`src/rtl/uart_hex_parse_pkg.sv`:
```
// Shared definitions for the UART receive path: ASCII codes, parser and
// receiver state encodings, and the character-class payload.
package uart_hex_parse_pkg;

  localparam logic [7:0] ASCII_CR    = 8'h0D;
  localparam logic [7:0] ASCII_LF    = 8'h0A;
  localparam logic [7:0] ASCII_SPACE = 8'h20;

  typedef enum logic [1:0] {
    S_IDLE    = 2'd0,
    S_DIGITS  = 2'd1,
    S_DISCARD = 2'd2
  } parse_state_e;

  typedef enum logic [1:0] {
    RX_IDLE  = 2'd0,
    RX_START = 2'd1,
    RX_DATA  = 2'd2,
    RX_STOP  = 2'd3
  } rx_state_e;

  // Result of classifying one received character
  typedef struct packed {
    logic       is_digit;
    logic       is_term;
    logic       is_space;
    logic [3:0] nibble;
  } char_class_t;

endpackage

```
`src/rtl/uart_rx.sv`:
```
// 8N1 UART receiver: 2-FF synchronizer, falling-edge start detect, half-bit
// start re-check, centre sampling, and a byte_ready / frame_err strobe.
module uart_rx
  import uart_hex_parse_pkg::*;
#(
  parameter int unsigned CLOCK_FREQUENCY = 200000000,
  parameter int unsigned BAUD_RATE       = 9600
) (
  input  logic       clk,
  input  logic       resetn,
  input  logic       rx,
  output logic [7:0] dout,
  output logic       byte_ready,
  output logic       frame_err
);

  localparam int unsigned BIT_CLKS  = CLOCK_FREQUENCY / BAUD_RATE;
  localparam int unsigned HALF_CLKS = BIT_CLKS / 2;
  localparam int unsigned CNT_W     = (BIT_CLKS > 1) ? $clog2(BIT_CLKS) : 1;
  localparam logic [CNT_W-1:0] BIT_LAST  = CNT_W'(BIT_CLKS - 1);
  localparam logic [CNT_W-1:0] HALF_LAST = CNT_W'(HALF_CLKS - 1);

  logic             sync1;
  logic             sync2;
  logic             prev;
  rx_state_e        state;
  logic [CNT_W-1:0] cnt;
  logic [2:0]       bit_idx;

  // Synchronizer and edge-detect flops are preset high so release never fakes a start edge
  always_ff @(posedge clk or negedge resetn) begin
    if (!resetn) begin
      sync1      <= 1'b1;
      sync2      <= 1'b1;
      prev       <= 1'b1;
      state      <= RX_IDLE;
      cnt        <= '0;
      bit_idx    <= '0;
      dout       <= '0;
      byte_ready <= 1'b0;
      frame_err  <= 1'b0;
    end else begin
      sync1      <= rx;
      sync2      <= sync1;
      prev       <= sync2;
      byte_ready <= 1'b0;
      frame_err  <= 1'b0;
      case (state)
        RX_IDLE: begin
          if (prev && !sync2) begin
            state <= RX_START;
            cnt   <= '0;
          end
        end
        RX_START: begin
          if (cnt == HALF_LAST) begin
            cnt <= '0;
            if (sync2) begin
              state <= RX_IDLE;
            end else begin
              state   <= RX_DATA;
              bit_idx <= '0;
            end
          end else begin
            cnt <= cnt + CNT_W'(1);
          end
        end
        RX_DATA: begin
          if (cnt == BIT_LAST) begin
            cnt     <= '0;
            dout    <= {sync2, dout[7:1]};
            bit_idx <= bit_idx + 3'd1;
            if (bit_idx == 3'd7) state <= RX_STOP;
          end else begin
            cnt <= cnt + CNT_W'(1);
          end
        end
        RX_STOP: begin
          if (cnt == BIT_LAST) begin
            cnt        <= '0;
            state      <= RX_IDLE;
            byte_ready <= sync2;
            frame_err  <= !sync2;
          end else begin
            cnt <= cnt + CNT_W'(1);
          end
        end
        default: state <= RX_IDLE;
      endcase
    end
  end

endmodule

```
`src/rtl/uart_hex_parse.sv`:
```
// Parses fixed-length hex fields terminated by CR/LF from the UART RX line
// into a binary value with one-cycle valid / error strobes.
module uart_hex_parse
  import uart_hex_parse_pkg::*;
#(
  parameter int unsigned CLOCK_FREQUENCY = 200000000,
  parameter int unsigned BAUD_RATE       = 9600,
  parameter int unsigned DIGITS          = 2
) (
  input  logic                clk,
  input  logic                resetn,
  input  logic                rx,
  output logic [4*DIGITS-1:0] dout,
  output logic                valid,
  output logic                error
);

  localparam int unsigned W     = 4 * DIGITS;
  localparam int unsigned CNT_W = $clog2(DIGITS + 1);
  localparam logic [CNT_W-1:0] FULL = CNT_W'(DIGITS);

  logic [7:0]       rx_byte;
  logic             byte_ready;
  logic             frame_err;
  char_class_t      cls;
  parse_state_e     state;
  logic [W-1:0]     acc;
  logic [CNT_W-1:0] count;

  uart_rx #(
    .CLOCK_FREQUENCY(CLOCK_FREQUENCY),
    .BAUD_RATE      (BAUD_RATE)
  ) u_rx (
    .clk       (clk),
    .resetn    (resetn),
    .rx        (rx),
    .dout      (rx_byte),
    .byte_ready(byte_ready),
    .frame_err (frame_err)
  );

  // ASCII to nibble classifier
  always_comb begin
    cls = '0;
    if (rx_byte >= 8'h30 && rx_byte <= 8'h39) begin
      cls.is_digit = 1'b1;
      cls.nibble   = rx_byte[3:0];
    end else if ((rx_byte >= 8'h41 && rx_byte <= 8'h46) ||
                 (rx_byte >= 8'h61 && rx_byte <= 8'h66)) begin
      cls.is_digit = 1'b1;
      cls.nibble   = rx_byte[3:0] + 4'd9;
    end else if (rx_byte == ASCII_CR || rx_byte == ASCII_LF) begin
      cls.is_term = 1'b1;
    end else if (rx_byte == ASCII_SPACE) begin
      cls.is_space = 1'b1;
    end
  end

  // Field parser; a frame error behaves like an invalid character
  always_ff @(posedge clk or negedge resetn) begin
    if (!resetn) begin
      state <= S_IDLE;
      acc   <= '0;
      count <= '0;
      dout  <= '0;
      valid <= 1'b0;
      error <= 1'b0;
    end else begin
      valid <= 1'b0;
      error <= 1'b0;
      if (frame_err) begin
        if (state != S_DISCARD) begin
          error <= 1'b1;
          state <= S_DISCARD;
        end
      end else if (byte_ready && !cls.is_space) begin
        case (state)
          S_IDLE: begin
            if (cls.is_digit) begin
              acc   <= W'(cls.nibble);
              count <= CNT_W'(1);
              state <= S_DIGITS;
            end else if (!cls.is_term) begin
              error <= 1'b1;
              state <= S_DISCARD;
            end
          end
          S_DIGITS: begin
            if (cls.is_digit) begin
              if (count == FULL) begin
                error <= 1'b1;
                state <= S_DISCARD;
              end else begin
                acc   <= W'({acc, cls.nibble});
                count <= count + CNT_W'(1);
              end
            end else if (cls.is_term) begin
              if (count == FULL) begin
                dout  <= acc;
                valid <= 1'b1;
              end else begin
                error <= 1'b1;
              end
              state <= S_IDLE;
              acc   <= '0;
              count <= '0;
            end else begin
              error <= 1'b1;
              state <= S_DISCARD;
            end
          end
          S_DISCARD: begin
            if (cls.is_term) begin
              state <= S_IDLE;
              acc   <= '0;
              count <= '0;
            end
          end
          default: state <= S_IDLE;
        endcase
      end
    end
  end

endmodule

```
`config.mk`:
```
export PLATFORM = sky130hd
export DESIGN_NAME = uart_hex_parse
export DESIGN_NICKNAME = d
export VERILOG_FILES = /design/src/rtl/uart_hex_parse_pkg.sv /design/src/rtl/uart_rx.sv /design/src/rtl/uart_hex_parse.sv
export SDC_FILE = /design/constraint.sdc
export NUM_CORES = 1
export LEC_CHECK = 0
export BUFFER_PORTS_ARGS = -buffer_cell sky130_fd_sc_hd__buf_2
export CORE_ASPECT_RATIO = 1.1
export CORE_MARGIN = 5
export CORE_UTILIZATION = 44
export CTS_CLUSTER_DIAMETER = 200
export DETAILED_ROUTE_END_ITERATION = 10
export PLACE_DENSITY = 0.57
export REMOVE_ABC_BUFFERS = 1
export SYNTH_ARGS = -nofsm -noshare
export SYNTH_HDL_FRONTEND = slang
export SYNTH_SLANG_ARGS = --single-unit
```
`constraint.sdc`:
```
create_clock -name clk -period 2.6 [get_ports clk]
set_clock_uncertainty 0.15 [all_clocks]
set_input_delay 0.13 -clock clk [delete_from_list [all_inputs] [get_ports clk]]
set_output_delay 0.13 -clock clk [all_outputs]
set_load 0.01 [all_outputs]
```
After elaboration in Yosys (flattened, before gate mapping) --
Index checks and enable logic that the tools add are counted. W data, S select, Z words.
Word-level totals: bits in registers 55, input bits 3, output and inout port bits 10, logic and storage cells 136
Operators by class: $add $sub $neg 4, magnitude comparators 6, equality and inequality tests 25, multiplexer cells 63, bitwise logic cells 2, reductions and logical operators 21
Operators with widths (number):
- $mux W15 | 3
- $pmux W15 S3 | 1
- $mux W2 | 21
- $mux W8 | 4
- $pmux W8 S3 | 1
- $mux W1 | 23
- $eq A8 B4 Y1 const B | 2
- $ge A8 B7 Y1 const B | 2
- $le A8 B7 Y1 const B | 2
- $add A15 B1 Y15 const B | 1
- $eq A15 B14 Y1 const B | 1
- $eq A15 B15 Y1 const B | 1
- $reduce_and A5 Y1 | 3
- $pmux W2 S3 | 2
- $ne A2 B1 Y1 const B | 5
- $mux W3 | 3
- $eq A2 B2 Y1 const B | 4
- $eq A8 B6 Y1 const B | 1
- $ge A8 B6 Y1 const B | 1
- $le A8 B6 Y1 const B | 1
- $mux W4 | 2
- $ne A2 B2 Y1 const B | 4
- $ne A4 B3 Y1 const B | 2
- $pmux W2 S4 | 1
- other kinds (20) | 30

Longest topological paths before layout --
depth after elaboration 10, gate-level depth with buffers 9, mapped depth without buffers 8

By module --
Synthesis repeated with hierarchy kept, for this count alone.
Second synthesis, totals: cells, all modules 290, area, all modules 3037.9 µm²
By module, submodules not included:
- uart_rx | instances 1, cells an instance 154, area each 1622.8 µm², sequential area each 829.5 µm²
- uart_hex_parse | instances 1, cells an instance 136, area each 1415.1 µm², sequential area each 550.5 µm²

Worst setup path before layout --
OpenSTA, ideal clock, no wires.
path type register to register, start point register u_rx.dout[0], end point register acc[0], library setup time 121 ps, arrival time 2106 ps, required time 2329 ps, path slack 223 ps, stages on the path, launching flop included 10, buffers on the path 1, clock period less this slack 2377 ps, cells stage by stage dfrtp_1 > inv_1 > ha_1 > nor4b_1 > a311o_1 > nor2_1 > o211ai_4 > a21o_1 > buf_6 > a22o_1
Between the ends: word-level cells in the longest chain between the ends 8, elaborated cells between the ends (all ways) 34, classes of those cells 1 x add/sub; 6 x order compare; 5 x eq/ne; 14 x mux; 8 x reduce/logical
Ends and longest elaborated chain:
- start, declared | RTL line uart_rx.sv:12 | output logic [7:0] dout,
- start signal, assigned | RTL line uart_rx.sv:71 | dout <= {sync2, dout[7:1]};
- $ge A8 B7 Y1, or another cell as far along | RTL line uart_hex_parse.sv:48 | end else if ((rx_byte >= 8'h41 && rx_byte <= 8'h46) ||
- $logic_and A1 B1 Y1, or another cell as far along | RTL line uart_hex_parse.sv:48
- $logic_or A1 B1 Y1 or $mux W1 (tied branches) | RTL line uart_hex_parse.sv:48, uart_hex_parse.sv:52
- $mux W2 or $mux W4 (tied branches) | RTL line uart_hex_parse.sv:48
- $mux W2 or $mux W4 (tied branches) | RTL line uart_hex_parse.sv:45 | if (rx_byte >= 8'h30 && rx_byte <= 8'h39) begin
- $mux W8, or another cell as far along
- $mux W8 or $logic_and A1 B1 Y1 (tied branches) | RTL line uart_hex_parse.sv:89, uart_hex_parse.sv:76
- $pmux W8 S3 or $reduce_and A5 Y1 (tied branches)
- end signal, assigned | RTL line uart_hex_parse.sv:80 | acc <= W'(cls.nibble);
- end signal, assigned | RTL line uart_hex_parse.sv:94 | acc <= W'({acc, cls.nibble});
- end, declared | RTL line uart_hex_parse.sv:27 | logic [W-1:0] acc;
Several ways; a longest one is shown, not always the timed one. The select of a mux whose other input is x is not followed. A chain may end at the register's enable or synchronous reset.

Final worst setup path --
Ends and elaborated chain as after synthesis.

==> summary.txt <==
Floorplan
  – Full die area: 8200 µm²
  – Initial Utilization: between 40% and 50%
  – Die X: a little under 90 µm
  – Core area: ~6200 µm²
  – Num rows: 30
  – I/O pin count: 13
  – Die Ht: between 90 and 100 µm

Yosys
  – Gate Count Post-Synth: 263
  – Yosys cell types: 53
  – Top cells by area, synth: dfrtp_1 46%, mux2_2 6.7%, ha_1 5.7%
  – Ys Warns: 0
  – Seq/Total Area, Yosys: 48.4%
  – Synthesized area: 2850 µm²
  – Dominant cell type by area after synthesis: dfrtp_1
  – Top FF cell, synth: dfrtp_1
  – Synth Area per Inst: between 10 and 15 µm²
  – #FFs+latches synth: 55
  – Ys async rst share: 100%
  – Post-synth EDFFs: 0
  – Area share of the leading cell type in the synthesized netlist: 45.6%

STA
  – Slew margin rel.: 54.7%
  – Slew Limit Fails: 0
  – Final worst-path cycle share: 93.8%
  – Setup TNS: 0 ns
  – Maximum clock rate: 410 MHz
  – Tmin final: between 2 and 2.5 ns
  – Final Hold Slack: 0.213 ns
  – Final Hold Viols: 0
  – Final setup fails: 0
  – Worst-margin pin slew: 0.680 ns
  – RSZ-0062 raised after global routing: no

GRT
  – Initial antenna violation count: 0
  – Vias in the first global route: 2015
  – Largest net degree at the start of global routing: 56
  – Grt ovf: 0
  – First-pass GRT wire length: ~9000 µm
  – GRT Util Overall: 14.0%

Detailed routing
  – Via count: roughly 2000
  – First DRT Iteration DRCs: 58
  – Number of remaining DRC errors: 0
  – DR vias/cell: ~5.4
  – Routed wire length: 5300 µm
  – Routed Antenna Nets: 0
  – WL/cell: approximately 14 µm
  – First-pass DRT Iterations: 4

Cells and area
  – Post-Layout Cell Count: about 370
  – N_diodes: 0
  – Layout area overhead: 10.6%
  – Post-layout net count: around 300
  – Most frequent cells in the layout: 52 x dfrtp_1, 29 x nor2_1, 20 x nand2_1
  – Most common cell after layout, fill and taps aside: dfrtp_1
  – Share of cells above drive strength 1: 22.0%

Clock tree
  – Root buffer cell: clkbuf_8
  – Clk pin slew, worst setup/hold paths: ~0.11 ns
  – CTS tree: yes
  – Worst skew pair latency: 0.31 ns
  – TritonCTS buffer count: 5
  – H-tree levels: 2
  – Deepest clock path buffer count: 2
  – Clock sinks: 55

Critical path
  – Worst reg2reg path startpoint: u_rx.dout[0]
  – Worst Setup SP: u_rx.dout[0]
  – Top Family by Delay on Critical Path: compound AO/OA/AOI/OAI gates
  – Bufs and invs on worst path: 1
  – Nature of the critical path endpoint: flip-flop
  – WP data arrival: 2.50 ns
  – WS Path Type: flip-flop to flip-flop
  – Critical Path Slowest Stage Cell: a2111o_1
  – Crit-path max cell delay: 0.51 ns
  – Cell Chain, Critical Path: inv_1 > ha_2 > o21bai_4 > a2111o_1 > a31oi_1 > nor2_1 > a21o_2 > a22o_1
  – Startpoint type of the worst setup path: flip-flop
  – Required time of the critical path: ~2.7 ns
  – Crit path max fanout: 9

Job
  – Max cap viols: 0

Placed design
  – Cell count after placement: roughly 360
  – Placer Congestion: 0.790
  – Final HPWL DP: 3780 µm
  – IO Port Bufs: 12

Pwr
  – Lkg Pwr: 0.00154 µW
  – VDD IR max: approximately 0.32 mV
  – Power per Cell Area: 530 nW/µm²

Worst hold path
  – Hold crit path type: flip-flop to flip-flop
  – Hold path startpoint: u_rx.sync1

Run status
  – Status: complete, no violations
cell type report:
cell class	count	area, µm²
tap	80	100
clock inverter	3	27.5
inverter	15	56.3
timing repair buffer	23	148
clock buffer	5	68.8
multi-input combinational	186	1370
fill	578	3080
sequential	55	1380
per-stage QoR:
| stage | total power (µW) | utilization [%] | setup slack, ns | cell area [µm²] |
|---|---|---|---|---|
| 2_1_floorplan | 1110 | - | 0.251 | 2800 |
| 3_3_place_gp | 1180 | 48.5 | 0.0967 | 3020 |
| 3_5_place_dp | 1180 | 48.5 | 0.0525 | 3020 |
| 4_1_cts | 1700 | 50.3 | 0.0285 | 3140 |
| 5_1_grt | 1770 | 50.6 | 0.0152 | 3150 |
| 6_report | 1670 | 50.6 | 0.162 | 3150 |
state kept, by name (all words and copies together), names as in the netlist, 2 cells and up, named ones only:
| signal | flops |
|---|---|
| u_rx.dout | 8 |
| count | 2 |
| u_rx.bit_idx | 3 |
| u_rx.cnt | 15 |
| acc | 8 |
| state | 2 |
| dout | 8 |
cell families (layout without fill, tap and decap cells):
group / count (synthesis) / count (layout) / share of synthesized area (%)
fa+ha+maj: 13 / 13 / 5.70
buf+inv: 22 / 46 / 3.82
compound gates: 52 / 52 / 14.6
simple gates: 92 / 92 / 17.1
flops: 55 / 55 / 48.4
xor+xnor: 11 / 11 / 3.38
mux: 18 / 18 / 7.06
where the power goes:
group	leakage, µW	internal (µW)	switching (µW)	total (µW)
Combinational	0.000744	86.3	106	192
Clock	0.0000467	200	306	506
Sequential	0.000745	907	65.3	973
metal layers:
layer / up-vias / wire [µm] / global-route usage, %
met5: - / 0 / 0
met4: 0 / 56 / 4.55
met3: 4 / 151 / 2.62
met2: 23 / 2740 / 25.5
met1: 956 / 2350 / 16.5
li1: 986 / - / -
worst paths after layout:
kind                                      to  slack, ns  cells past startpoint
worst max register to register        acc[0]       0.16                      8
worst max-delay path                  acc[0]       0.16                      8
worst min register to register    u_rx.sync2       0.21                      0
min in group asynchronous           state[0]       0.30                      3
worst min-delay path              u_rx.sync2       0.21                      0
max in group asynchronous       u_rx.cnt[11]       1.52                      3
what timing repair did:
action,CTS,global route
setup buffers,0,1
endpoints found under the hold margin,53,0
hold buffers,2,0
gates resized for setup,0,5
endpoints found under the setup margin,0,11
cells in the mapped netlist (2+ instances only):
| cell type | n |
|---|---|
| xnor2_1 | 6 |
| inv_1 | 15 |
| a22oi_1 | 2 |
| a21oi_1 | 5 |
| nor4bb_1 | 2 |
| and2_1 | 3 |
| nand4_1 | 6 |
| o21ai_1 | 4 |
| mux2_2 | 17 |
| and3_1 | 4 |
| nor2_1 | 31 |
| xor2_1 | 5 |
| clkbuf_1 | 3 |
| ha_1 | 13 |
| buf_6 | 2 |
| o22ai_1 | 2 |
| o21ai_0 | 8 |
| nor4b_1 | 2 |
| nand3_1 | 9 |
| dfstp_2 | 3 |
| nand2_1 | 20 |
| a22o_1 | 13 |
| a31oi_1 | 5 |
| dfrtp_1 | 52 |
| nor3_1 | 3 |
Note: power is estimated with default switching activity, not from simulation.
